<file path="src/rtl/fsm4_seq_arbiter.sv">
`default_nettype none
// ============================================================================
// Module      : fsm4_seq_arbiter
// Description : Round-robin sharing of one 2-bit "11"-pair history detector;
//               serialises each granted frame MSB-first, counts S3 cycles,
//               flushes the detector and returns the count with a done pulse.
//               Optional shadow check enabled by FSM4_SEQ_SHADOW_CHK_EN.
// Revision    : 1.0 - initial release
// ============================================================================
module fsm4_seq_arbiter #(
  parameter int NUM_REQ = 4,
  parameter int FRAME_W = 8,
  localparam int ID_W  = $clog2(NUM_REQ),
  localparam int CNT_W = $clog2(FRAME_W)
) (
  input  logic                       clk,
  input  logic                       rst_n,
  input  logic [NUM_REQ-1:0]         req,
  input  logic [NUM_REQ*FRAME_W-1:0] frame_data,
  output logic [NUM_REQ-1:0]         grant,
  output logic                       det_in,
  input  logic [1:0]                 det_state,
  output logic                       busy,
  output logic                       done,
  output logic [ID_W-1:0]            done_id,
  output logic [CNT_W-1:0]           match_cnt,
  output logic                       chk_err
);

  localparam logic [1:0] IDLE  = 2'd0;
  localparam logic [1:0] SHIFT = 2'd1;
  localparam logic [1:0] FLUSH = 2'd2;
  localparam logic [1:0] DONE  = 2'd3;

  logic [1:0]         r_state;
  logic [FRAME_W-1:0] r_shift;
  logic [NUM_REQ-1:0] r_grant;
  logic [ID_W-1:0]    r_ptr;
  logic [CNT_W-1:0]   r_cnt;
  logic [CNT_W-1:0]   r_bit_cnt;
  logic               r_flush_cnt;
  logic               r_done;
  logic [ID_W-1:0]    r_done_id;
  logic [CNT_W-1:0]   r_match_cnt;

  logic               w_any;
  logic [ID_W-1:0]    w_sel_idx;
  logic [FRAME_W-1:0] w_sel_frame;
  logic               w_s3;

  // Search starts one past the last owner so every requester gets its turn.
  always_comb begin
    int v_idx;
    w_any       = 1'b0;
    w_sel_idx   = '0;
    w_sel_frame = '0;
    for (int i = 1; i <= NUM_REQ; i++) begin
      v_idx = int'(r_ptr) + i;
      if (v_idx >= NUM_REQ) v_idx = v_idx - NUM_REQ;
      if (!w_any && req[v_idx]) begin
        w_any       = 1'b1;
        w_sel_idx   = ID_W'(v_idx);
        w_sel_frame = frame_data[v_idx*FRAME_W +: FRAME_W];
      end
    end
  end

  assign w_s3 = (det_state == 2'b11);

  always_ff @(posedge clk or negedge rst_n) begin
    if (!rst_n) begin
      r_state     <= IDLE;
      r_shift     <= '0;
      r_grant     <= '0;
      r_ptr       <= ID_W'(NUM_REQ - 1);
      r_cnt       <= '0;
      r_bit_cnt   <= '0;
      r_flush_cnt <= 1'b0;
      r_done      <= 1'b0;
      r_done_id   <= '0;
      r_match_cnt <= '0;
    end else begin
      case (r_state)
        IDLE: begin
          if (w_any) begin
            r_shift     <= w_sel_frame;
            r_grant     <= NUM_REQ'(1) << w_sel_idx;
            r_ptr       <= w_sel_idx;
            r_cnt       <= '0;
            r_bit_cnt   <= '0;
            r_state     <= SHIFT;
          end
        end
        SHIFT: begin
          r_shift <= r_shift << 1;
          // Bit 0 has no predecessor, so S3 cannot appear on the first cycle.
          if (r_bit_cnt != '0 && w_s3) r_cnt <= r_cnt + CNT_W'(1);
          if (r_bit_cnt == CNT_W'(FRAME_W - 1)) begin
            r_flush_cnt <= 1'b0;
            r_state     <= FLUSH;
          end else begin
            r_bit_cnt <= r_bit_cnt + CNT_W'(1);
          end
        end
        FLUSH: begin
          // First flush cycle still shows the pair formed by the last two bits.
          if (!r_flush_cnt && w_s3) r_cnt <= r_cnt + CNT_W'(1);
          r_flush_cnt <= 1'b1;
          if (r_flush_cnt) begin
            r_done      <= 1'b1;
            r_done_id   <= r_ptr;
            r_match_cnt <= r_cnt;
            r_state     <= DONE;
          end
        end
        DONE: begin
          r_done  <= 1'b0;
          r_grant <= '0;
          r_state <= IDLE;
        end
        default: r_state <= IDLE;
      endcase
    end
  end

  assign grant     = r_grant;
  assign det_in    = (r_state == SHIFT) ? r_shift[FRAME_W-1] : 1'b0;
  assign busy      = (r_state != IDLE);
  assign done      = r_done;
  assign done_id   = r_done_id;
  assign match_cnt = r_match_cnt;

`ifdef FSM4_SEQ_SHADOW_CHK_EN
  logic [1:0] r_shadow;
  logic       r_chk_err;
  logic       w_chk_en;

  assign w_chk_en = ((r_state == SHIFT) && (r_bit_cnt != '0)) ||
                    (r_state == FLUSH) || (r_state == DONE);

  always_ff @(posedge clk or negedge rst_n) begin
    if (!rst_n) begin
      r_shadow  <= 2'b00;
      r_chk_err <= 1'b0;
    end else begin
      if (r_state == IDLE && w_any)
        r_shadow <= 2'b00;
      else if (r_state == SHIFT || r_state == FLUSH)
        r_shadow <= {r_shadow[0], det_in};
      if (w_chk_en && (det_state != r_shadow))
        r_chk_err <= 1'b1;
    end
  end

  assign chk_err = r_chk_err;
`else
  assign chk_err = 1'b0;
`endif

endmodule
`default_nettype wire

</file>
<file path="config.mk">
export PLATFORM = sky130hd
export DESIGN_NAME = fsm4_seq_arbiter
export DESIGN_NICKNAME = d
export VERILOG_FILES = /design/src/rtl/fsm4_seq_arbiter.sv
export SDC_FILE = /design/constraint.sdc
export NUM_CORES = 1
export LEC_CHECK = 0
export CAP_MARGIN = 20
export CORE_MARGIN = 2
export CORE_UTILIZATION = 40
export DETAILED_ROUTE_END_ITERATION = 7
export HOLD_SLACK_MARGIN = 0.02
export PLACE_DENSITY_LB_ADDON = 0.15
export SYNTH_ARGS = -nofsm -noshare
export SYNTH_HDL_FRONTEND = slang
export SYNTH_SLANG_ARGS = --single-unit
</file>
<file path="constraint.sdc">
create_clock -name clk -period 3.95 [get_ports clk]
set_clock_uncertainty 0.1 [all_clocks]
set_input_delay 0.5925 -clock clk [delete_from_list [all_inputs] [get_ports clk]]
set_output_delay 0.5925 -clock clk [all_outputs]
set_load 0.03 [all_outputs]
</file>
# Yosys cells after proc, flatten, opt, wreduce, memory -nomap -nowiden
# Index checks and enable logic that the tools add are counted.
# totals
regBits	29
inputBits	40
output_inout_bits	13
# op_classes
addsub	10
magnitude_cmp	8
eq_ne	11
n_shift	5
n_mux	47
n_reduce_logical	26
# op_table
cell	count
< comparator 32 x 4 -> 1 bit, second input constant	4
two-way mux 32 bit	4
indexed part select 32 x 32 -> 8 bit	4
two-way mux 8 bit	5
one-hot mux 8 bit (2 select lines)	1
two-way mux 1 bit	15
two-way mux 2 bit	7
two-way mux 3 bit	4
!= test 2 bit, second input constant	6
AND reduction 2 bit	6
subtractor 3 x 3 -> 4 bit, second input constant	3
nonzero test 2 bit	5
greater-or-equal comparator 3 bit, second input constant	3
one-hot mux 3 bit (3 select lines)	1
binary-select mux 1 bit (select 2 bit)	4
one-hot mux 2 bit (4 select lines)	1
one-hot mux 4 bit (2 select lines)	1
adder 2 x 2 -> 3 bit, second input constant	2
adder 3 x 1 -> 3 bit, second input constant	2
== test 2 bit, second input constant	3
one-hot mux 3 bit (2 select lines)	1
AND reduction 3 bit	2
nonzero test 3 bit	2
logical AND 1 bit	5
12 further kinds	16

# Depth between registers and ports, before layout
# depth
word_depth	19
depth_mapped	12

# Least setup slack after synthesis
# Ideal clock, no wire load.
# synth_path
kind	register -> register
from	register r_ptr[1]
to	register r_shift[3]
t_arrival_ps	2905
t_required_ps	3721
path_slack_ps	817
stages_incl_launch_ff	11
n_path_buf	4
synth_period_minus_slack_ps	3133
cell_sequence	dfstp_2 buf_2 clkbuf_1 inv_1 ha_1 buf_1 clkbuf_1 mux4_2 nand2_1 and3_1 o22ai_1
# synth_via
elab_chain_len	18
elab_cells_between_ends	50
classes_between	add/sub (8); order compare (4); eq/ne (1); shift (4); mux (26); reduce/logical (7)
# synth_rtl
item	line_no	rtl
from (decl)	38	logic [ID_W-1:0] r_ptr;
from (signal assigned)	75	r_ptr <= ID_W'(NUM_REQ - 1);
from (signal assigned)	88	r_ptr <= w_sel_idx;
adder 2 x 1 -> 3 bit	58	v_idx = int'(r_ptr) + i;
subtractor 3 x 3 -> 4 bit / greater-or-equal comparator 3 bit (equally long branches)	59	if (v_idx >= NUM_REQ) v_idx = v_idx - NUM_REQ;
two-way mux 32 bit	59	
binary-select mux 1 bit (select 2 bit)	60	if (!w_any && req[v_idx]) begin
two-way mux 1 bit (not written as such) (2 in a row)	60	
two-way mux 1 bit	60	
logical NOT 1 bit	60	
logical AND 1 bit	60	
two-way mux 1 bit	60	
logical NOT 1 bit	60	
logical AND 1 bit	60	
two-way mux 1 bit	60	
logical NOT 1 bit	60	
logical AND 1 bit	60	
two-way mux 8 bit / two-way mux 1 bit (equally long branches)	60	
two-way mux 8 bit / != test 2 bit (equally long branches)	--	
one-hot mux 8 bit (2 select lines) / AND reduction 2 bit (equally long branches)	--	
to (signal assigned)	86	r_shift <= w_sel_frame;
to (signal assigned)	95	r_shift <= r_shift << 1;
to (decl)	36	logic [FRAME_W-1:0] r_shift;
# Parallel ways exist; a longest one is shown, timed or not. The select of a mux whose other input is x is not followed.
# A chain may end at the register's enable or synchronous reset.

# Worst setup path after layout
# layout_path
from	register r_ptr[0]
to	register r_shift[6]
# The elaborated chain is that of the path after synthesis.

==> flow_metrics.tcl <==
set metrics [dict create \
    result_of_the_run "finished clean" \
    post-cts-setup-buffer-count 0 \
    drive_above_1_share_pct 16.9 \
    numPortBuffers 51 \
    intPower_mw 1.55 \
    yosys.cell_types.count 53 \
    layout_worst_path_cycle_share_pct 79.1 \
    timing.final.setup_violations 0 \
    drt_wl_total_um 6750 \
    worstSkewPairLatency_ns 0.29 \
    initial_core_utilization_pct 41.2 \
    dieArea_um2 7690 \
    required_ns 4.01 \
    synth.top_cell.area_share_pct 24.1 \
    grt_remaining_overflow 0 \
    tns_ns 0 \
    multi_input_area_um2 1960 \
    grt_start_max_net_pins 46 \
    post_cts_gate_resize_count 0 \
    numClockSinks 29 \
    tritoncts.num_buffers 5 \
    io_pins 53 \
    synth.avg_cell_area_um2 10.1 \
    critical-path-slowest-cell "sky130_fd_sc_hd__dfstp_2" \
    ctsHtreeMaxLevel 2 \
    crit_path_max_fanout 21 \
    post-dp-hpwl_um 5050 \
    synth_enable_flop_cells 0 \
    min_path_type "reg -> reg" \
    antenna_cells 0 \
    power_density_nw_per_um2 850 \
    gp_congestion 0.764 \
    seq_area_frac_synth_pct 26.0 \
    dr.pass1.iters 4 \
    count_leader_synth "sky130_fd_sc_hd__nand2_1" \
    fill_cells 642 \
    sw_frac_of_total_pct 47.7 \
    remaining_drc_errors 0 \
    timing.critical_path.cells "inv_1 -> ha_1 -> buf_4 -> mux4_2 -> nor2b_4 -> a221oi_2 -> o21ai_0 -> a221oi_1 -> o21ai_1" \
    clk_path_buf_depth 2 \
    hold_fix_buffers_at_cts 0 \
    switchingPower_mw 1.41 \
    timing_worst_setup_path_type "reg -> reg" \
    synth_area_um2 2800 \
    ys_seq_elements 29 \
    route.layer.met1.wl_um 3320 \
    area_growth_pct 24.1 \
    finalMaxSlewViolations 0 \
    nets 378 \
    final_hold_viol_count 0 \
    initialDrtViolationCount 135 \
    core-area_um2 6790 \
    ff_latch_area_um2 728 \
    ys_dominant_reg_cell "sky130_fd_sc_hd__dfrtp_1" \
    final_util_pct 51.2 \
    highest_layer "met4" \
    route.met3.wl_um 296 \
    leakagePower_nw 1.36 \
    max_cap_violations 0 \
    timing.slew.headroom_pct 59.7 \
    clkTransAtPathRegs_ns 0.06 \
    synth_async_sr_flop_share_pct 100 \
    synthTopCellsByArea "sky130_fd_sc_hd__dfrtp_1 24%, sky130_fd_sc_hd__mux4_2 20%, sky130_fd_sc_hd__ha_1 6.3%, sky130_fd_sc_hd__mux2i_1 5.0%, sky130_fd_sc_hd__nand2_1 4.2%" \
    start_kind "flop" \
    finalPower_mw 2.96 \
    die_width_um 87.7 \
    worst_path_largest_cell_delay_ns 0.72 \
    grt_setup_unrepaired "false" \
    grt_pass1_vias 2234 \
    cts_tree "done" \
    share_seq_of_total_power_pct 18.3 \
    yosysWarningCount 0 \
    netlist_instances 277 \
    cts.root.buffer_cell "sky130_fd_sc_hd__clkbuf_8" \
    routed_wire_length_per_instance_um 16.0 \
    route.detailed.vias_per_inst 5.77 \
    vias 2428 \
    comb_power_share_pct 73.1 \
    antenna_violating_nets_post_route 0 \
    grt_antenna_before_repair 0 \
    die_h_um 87.7 \
    grt_pass1_wl_um 11200 \
    post_synth_net_total 331 \
    end_kind "flop" \
    netlist_top_cells_count "31 x sky130_fd_sc_hd__nand2_1, 27 x sky130_fd_sc_hd__dfrtp_1, 25 x sky130_fd_sc_hd__mux4_2, 19 x sky130_fd_sc_hd__o21ai_0" \
    arrival_ns 3.19 \
    detailroute.wirelength.met2_um 3050 \
    track_usage_pct 18.5 \
    tightestPinTransition_ns 0.604 \
    rows 30 \
    post-route-min-period_ns 3.12 \
    ir_drop_mv 0.305 \
    netlist.top_cell.by_area "sky130_fd_sc_hd__dfrtp_1" \
    final.hold.worst_slack_ns 0.385 \
    clock.fmax_mhz 320 \
    power_frac_clock_pct 8.5 \
]
==> final timing paths <==
| kind | start | to | slack (ns) | cells past startpoint |
|---|---|---|---|---|
| max in group asynchronous | rst_n | r_ptr[1] | 2.84 | 2 |
| min in group asynchronous | rst_n | r_cnt[1] | 0.60 | 2 |
| min reg2reg | grant[3] | grant[3] | 0.39 | 2 |
| min | grant[3] | grant[3] | 0.39 | 2 |
| max reg2reg | r_ptr[0] | r_shift[6] | 0.83 | 9 |
| max | r_ptr[0] | r_shift[6] | 0.83 | 9 |
==> power groups by stage <==
stage | Clock (mW) | Combinational (mW) | Sequential (mW)
2_1_floorplan | 0 | 1.62 | 0.586
3_3_place_gp | 0 | 2.15 | 0.544
3_5_place_dp | 0 | 2.16 | 0.547
4_1_cts | 0.259 | 2.16 | 0.543
5_1_grt | 0.276 | 2.37 | 0.563
6_report | 0.252 | 2.16 | 0.542
==> cells in the final DEF (no fill, tap or decap), types with 3 or more instances in the layout <==
cell                              netlist  final
sky130_fd_sc_hd__a221oi_1               4      4
sky130_fd_sc_hd__mux4_2                25     25
sky130_fd_sc_hd__a22oi_1                5      5
sky130_fd_sc_hd__nand3b_1               3      3
sky130_fd_sc_hd__clkdlybuf4s50_1        0     51
sky130_fd_sc_hd__nor3_1                 3      3
sky130_fd_sc_hd__ha_1                  14     14
sky130_fd_sc_hd__mux2i_1               14     14
sky130_fd_sc_hd__nor2b_1                4      4
sky130_fd_sc_hd__clkbuf_8               0      6
sky130_fd_sc_hd__nand2b_1               4      4
sky130_fd_sc_hd__nand2_1               31     31
sky130_fd_sc_hd__a32o_1                 5      5
sky130_fd_sc_hd__mux2_2                 8      8
sky130_fd_sc_hd__buf_4                  1      4
sky130_fd_sc_hd__nor2_1                13     13
sky130_fd_sc_hd__inv_1                  9      9
sky130_fd_sc_hd__dfrtp_1               27     27
sky130_fd_sc_hd__o21ai_0               19     19
sky130_fd_sc_hd__and3_1                 4      4
sky130_fd_sc_hd__o22ai_1               12     12
sky130_fd_sc_hd__nand3_1                6      6
sky130_fd_sc_hd__o31ai_1                3      3
sky130_fd_sc_hd__a21oi_1               11     11
sky130_fd_sc_hd__a32oi_1                4      4
==> cells by family after synthesis <==
kind of cell	after synthesis	synth area share, %
buffers and inverters	25	4.06
AOI/OAI and AO/OA	79	19.2
muxes	48	28.7
and+or+nand+nor	79	15.0
xor gates and xnor gates	2	0.625
adders and majority gates	14	6.25
other	1	0.134
DFF	29	26.0
==> layout make-up <==
type | instances | share of cell area, %
Tap cell | 96 | 3.46
Inverter | 10 | 1.08
Clock buffer | 8 | 2.59
Multi-Input combinational cell | 223 | 56.4
Timing Repair Buffer | 55 | 15.6
Sequential cell | 29 | 21.0
==> state kept, by name, summed over array words and instances, names as in the netlist <==
name and cells:
done 1, r_bit_cnt 3, r_state 2, grant 4, r_ptr 2, r_cnt 3, done_id 2, match_cnt 3
r_shift 8, r_flush_cnt 1
==> metrics by stage <==
step / instances / instance area (um2) / worst slack (ns)
2_1_floorplan: 277 / 2800 / 0.817
3_3_place_gp: 413 / 3390 / 0.852
3_5_place_dp: 413 / 3390 / 0.830
4_1_cts: 421 / 3480 / 0.822
5_1_grt: 421 / 3480 / 0.614
6_report: 421 / 3480 / 0.827
==> layer usage <==
| metal | GRT usage, % | vias to the layer above |
|---|---|---|
| met5 | 0 | - |
| met4 | 5.17 | 0 |
| met3 | 3.20 | 8 |
| met2 | 28.0 | 68 |
| met1 | 27.5 | 1175 |
| li1 | - | 1177 |
==> worst max-delay path: cells and delay by family, from the launching register on <==
family	cells	cell delay [ns]
mux	1	0.47
flops	1	0.72
compound gates	4	0.81
simple gates	1	0.20
buf+inv	2	0.39
fa+ha+maj	1	0.29
No activity file was read; power rests on OpenSTA's default activity.
